File: src/rtl/trace_buf.sv
// Retirement trace FIFO: captures {pc, instr, rf write} per retiring cycle.
// Define TRACE_STOP_EN to also halt capture after MAX_CYCLES capture cycles.
module trace_buf #(
    parameter int DEPTH      = 16,
    parameter int MAX_CYCLES = 1000
) (
    input  logic         clk,
    input  logic         rstn,
    input  logic         cap_en,
    input  logic [31:0]  pc_i,
    input  logic [31:0]  instr_i,
    input  logic         rf_we_i,
    input  logic [4:0]   rf_wa_i,
    input  logic [31:0]  rf_wd_i,
    input  logic         rd_en,
    output logic [101:0] rd_data,
    output logic         rd_valid,
    output logic         empty,
    output logic         full,
    output logic [15:0]  drop_cnt,
    output logic [31:0]  cycle_cnt,
    output logic         halted
);

    localparam int AW = $clog2(DEPTH);

    if (DEPTH < 2 || (DEPTH & (DEPTH - 1)) != 0 || MAX_CYCLES < 1)
    begin : g_bad_cfg
        $error("trace_buf: DEPTH must be 2^n >= 2, MAX_CYCLES >= 1");
    end

    logic [101:0]  mem [DEPTH];
    logic [AW-1:0] wptr;
    logic [AW-1:0] rptr;
    logic [AW:0]   count;
    logic [101:0]  entry;
    logic          cap;
    logic          pop;
    logic          push;
    logic          drop;
    logic          stop_hit;
    logic          halt_set;

    assign empty = (count == '0);
    assign full  = (count == (AW + 1)'(DEPTH));

    assign entry = {pc_i, instr_i, rf_we_i, rf_wa_i, rf_wd_i};

    assign cap  = cap_en && !halted;
    assign pop  = rd_en && !empty;
    // a pop in the same edge frees the slot the push needs
    assign push = cap && (!full || pop);
    assign drop = cap && full && !pop;

`ifdef TRACE_STOP_EN
    assign stop_hit = (cycle_cnt == 32'(MAX_CYCLES - 1));
`else
    assign stop_hit = 1'b0;
`endif

    assign halt_set = cap && ((instr_i == 32'h0) || stop_hit);

    // storage is deliberately left out of reset
    always_ff @(posedge clk) begin
        if (push) begin
            mem[wptr] <= entry;
        end
    end

    always_ff @(posedge clk or negedge rstn) begin
        if (!rstn) begin
            wptr      <= '0;
            rptr      <= '0;
            count     <= '0;
            drop_cnt  <= '0;
            cycle_cnt <= '0;
            halted    <= 1'b0;
            rd_valid  <= 1'b0;
            rd_data   <= '0;
        end else begin
            rd_valid <= pop;
            if (push) begin
                wptr <= wptr + AW'(1);
            end
            if (pop) begin
                rptr    <= rptr + AW'(1);
                rd_data <= mem[rptr];
            end
            count <= count + (AW + 1)'(push) - (AW + 1)'(pop);
            if (drop && drop_cnt != 16'hFFFF) begin
                drop_cnt <= drop_cnt + 16'd1;
            end
            if (cap && cycle_cnt != 32'hFFFF_FFFF) begin
                cycle_cnt <= cycle_cnt + 32'd1;
            end
            if (halt_set) begin
                halted <= 1'b1;
            end
        end
    end

endmodule

File: config.mk
export PLATFORM = sky130hd
export DESIGN_NAME = trace_buf
export DESIGN_NICKNAME = d
export VERILOG_FILES = /design/src/rtl/trace_buf.sv
export SDC_FILE = /design/constraint.sdc
export NUM_CORES = 2
export LEC_CHECK = 0
export CAP_MARGIN = 10
export CORE_MARGIN = 1
export CORE_UTILIZATION = 45
export DETAILED_ROUTE_END_ITERATION = 10
export PLACE_DENSITY = 0.65
export RECOVER_POWER = 50
export SYNTH_ARGS = -nofsm -noshare
export SYNTH_HDL_FRONTEND = slang
export SYNTH_SLANG_ARGS = --single-unit
File: constraint.sdc
create_clock -name clk -period 14.3 [get_ports clk]
set_input_delay 2.145 -clock clk [delete_from_list [all_inputs] [get_ports clk]]
set_output_delay 2.145 -clock clk [all_outputs]
set_load 0.02 [all_outputs]
==> metrics <==
FFs w/ async S/R, synth 9.18%; H-tree depth 4; sum of negative setup slack 0 ps; die span in y 391 um; wire length of the first global-routing pass 224,000 um; CP Max Fanout 63; Layout Nets 3,482; Critical Path Most Common Cell sky130_fd_sc_hd__buf_4; final design area excluding fillers 0.0790 mm^2; CP Launch Point rd_en; total clock buffers created by CTS 180; proportion of synthesized chip area in sequential cells about four fifths; ratio of routed vias to standard cells 5.71; count of TritonRoute iterations in the first routing pass 5; Rows 142; initial core utilization 45.4%; Die X 391 um; shortest period the worst path allows 8160 ps; total of max-cap violations 5; Pins Over Slew Limit around 220; post-synthesis cell type count 44; summed instance area of the synthesized netlist 0.0681 mm^2; gp weighted congestion 0.741; aggregate routed wire length 152,000 um; buffer and inverter count on the worst path 4; proportion of layout cells with a drive suffix above 1 21.4%; detailed-placement wirelength estimate around 85,000 um; count of port buffers added during placement 259; category of the most critical setup path in2reg; ratio of total power to cell area 197 mW/mm^2; core region area between 0.1 and 0.15 mm^2; area growth from synthesis to final layout 16.1%; Worst VDD drop 0.183 mV; root buffer cell sky130_fd_sc_hd__clkbuf_16; clock tree skew after final layout 45.5 ps; Worst Max-Slew Pin Slew 5750 ps; result of the run finished with violations; clock buffer depth 3; total number of clock tree sinks roughly 1,800; delay of the slowest cell on the worst path 2570 ps; gate count after technology mapping 3,015; total placed instance area ~0.073 mm^2; commonest non-fill, non-tap cell in the layout sky130_fd_sc_hd__edfxtp_1; boundary pin count 260; min-delay src rd_data[58]$_DFFE_PN0N_; max-slew headroom at the worst pin -283%; number of filler cells placed in the layout 11,600; number of warnings printed during yosys synthesis 0; violations in the final reports capacitance limit, slew limit; most used flip-flop cell after synthesis sky130_fd_sc_hd__edfxtp_1; placed cells just over 5,000; post-layout instance count excluding filler cells 5,546; Tcrit/Tclk final between 50% and 60%; Critical Path, Cell by Cell dlygate4sd3_1 > nand2b_1 > inv_1 > nand2b_4 > buf_4 > buf_4 > o22ai_1 > a21o_1; number of buffers added for setup after CTS 0; # hold bufs at CTS 0; family with the most delay on the worst path simple AND/OR/NAND/NOR gates; area of the die between 0.15 and 0.2 mm^2; routed via count 31,700; insertion delay of the later-clocked pin in the worst-skew pair 810 ps; global router's overall resource usage around a fifth; Net Count, Synth 3,134; antenna violations before repair 30; RSZ-0062 raised after global routing false; cell at the slowest stage of the critical path sky130_fd_sc_hd__nand2b_1; data required time of the worst path 14,980 ps; data arrival time of the critical path 8840 ps; Worst setup SP type input pin; count of cells resized by post-cts repair 0; post-route antenna net violation count 0; most frequent cells in the layout 1,632 x sky130_fd_sc_hd__edfxtp_1, 408 x sky130_fd_sc_hd__mux4_2, 204 x sky130_fd_sc_hd__mux2i_1; Static Leakage 0.0263 uW; clock-pin slew on the worst setup and hold paths 60 ps; drt drc 0; Pwr Total 15,500 uW; maximum clock frequency 123 MHz; CP endpoint kind flop; number of global-route vias before repair 32,900; number of synthesized flops with an enable pin 1,632; Seq cells post-synth 1,797; final setup fails 0; CTS tree done; Starting DRT DRC Count between 2,000 and 2,500; number of failing hold endpoints at the final stage 0; maximum number of pins on one net before global-route repair 126; Worst Hold Class reg2reg; Hold WS 480 ps; startpoint of the most critical register-to-register path count[2]$_DFF_PN0_; Syn Area/Cell about 23 um^2; average routed wire per standard cell 27.3 um; residual overflow from global routing 0
area by class of cell:
class | count | area, um^2 | share of cell area [%]
inverters | 18 | 67.6 | 0.0855
flip-flops and latches | 1797 | 53100 | 67.3
clock buffers | 243 | 4900 | 6.21
well taps | 2016 | 2520 | 3.19
clock inverters | 98 | 973 | 1.23
repair buffers | 322 | 3100 | 3.92
diodes | 8 | 20.0 | 0.0253
multi-input cells | 1044 | 14300 | 18.1
through the flow:
stage / setup WS (ps) / util [%]
after floorplan: 3760 / -
after global placement: 8060 / 48.8
after detailed placement: 8000 / 48.8
after CTS: 8880 / 52.7
after global routing: 5110 / 52.7
final: 6140 / 52.7
cells by family (layout without fill, tap and decap cells):
kind of cell / Yosys count / after routing / share of synthesized area (%)
multiplexers: 613 / 613 / 16.5
flip-flops: 1797 / 1797 / 78.0
adder cells (fa/ha/maj): 13 / 13 / 0.250
AO/OA/AOI/OAI: 222 / 222 / 2.29
buffers and inverters: 174 / 681 / 1.08
AND/OR/NAND/NOR: 143 / 143 / 1.14
other: 0 / 8 / 0
XOR/XNOR: 53 / 53 / 0.682
power by group:
group | internal (uW) | switching (uW)
sequential | 6400 | 370
clock | 2610 | 2000
combinational | 1950 | 2200
worst reg2reg max path: stages (launching register included):
cell                       delay [ps]
sky130_fd_sc_hd__dfrtp_1          390
sky130_fd_sc_hd__inv_1             80
sky130_fd_sc_hd__ha_1             160
sky130_fd_sc_hd__nor4b_1          400
sky130_fd_sc_hd__nand2b_1        2760
sky130_fd_sc_hd__inv_1            990
sky130_fd_sc_hd__nand2b_4         780
sky130_fd_sc_hd__buf_4            540
sky130_fd_sc_hd__buf_4            720
sky130_fd_sc_hd__o22ai_1          250
sky130_fd_sc_hd__a21o_1           190
Yosys cell counts (11+ instances only):
cell type | number | area (um^2)
sky130_fd_sc_hd__nand3_1 | 20 | 100
sky130_fd_sc_hd__mux2i_1 | 204 | 2040
sky130_fd_sc_hd__and3_1 | 12 | 75.1
sky130_fd_sc_hd__nand4_1 | 17 | 106
sky130_fd_sc_hd__nor3_1 | 11 | 55.1
sky130_fd_sc_hd__mux4_2 | 408 | 9190
sky130_fd_sc_hd__o22ai_1 | 102 | 638
sky130_fd_sc_hd__buf_2 | 63 | 315
sky130_fd_sc_hd__ha_1 | 12 | 150
sky130_fd_sc_hd__xor2_1 | 11 | 96.3
sky130_fd_sc_hd__nand2_1 | 29 | 109
sky130_fd_sc_hd__buf_1 | 19 | 71.3
sky130_fd_sc_hd__edfxtp_1 | 1632 | 49000
sky130_fd_sc_hd__clkbuf_1 | 74 | 278
sky130_fd_sc_hd__inv_1 | 17 | 63.8
sky130_fd_sc_hd__xnor2_1 | 42 | 368
sky130_fd_sc_hd__nor2_1 | 23 | 86.3
sky130_fd_sc_hd__a21o_1 | 104 | 781
sky130_fd_sc_hd__dfrtp_1 | 165 | 4130
routing by layer:
metal	wire length, um	track usage (%)	vias up
met5	26	0	-
met4	3300	5.30	4
met3	8910	3.43	233
met2	76500	33.5	1005
met1	62900	27.5	17000
li1	-	-	13400
worst paths after layout:
kind / to / slack [ps] / depth (start not counted)
max in group asynchronous: rd_data[31]$_DFFE_PN0N_ / 6260 / 2
worst max register to register: rd_data[27]$_DFFE_PN0N_ / 6920 / 10
worst min-delay path: rd_data[58]$_DFFE_PN0N_ / 480 / 1
worst max-delay path: rd_data[27]$_DFFE_PN0N_ / 6140 / 8
worst min register to register: rd_data[58]$_DFFE_PN0N_ / 480 / 1
min in group asynchronous: drop_cnt[10]$_DFFE_PN0P_ / 3390 / 1
sequential cells by signal, summed over array words and instances (netlist names), 4 cells and up:
name,flops
rptr,4
drop_cnt,16
wptr,4
count,5
rd_data,102
mem,1632
cycle_cnt,32
Power figures use the tool's default switching activity.
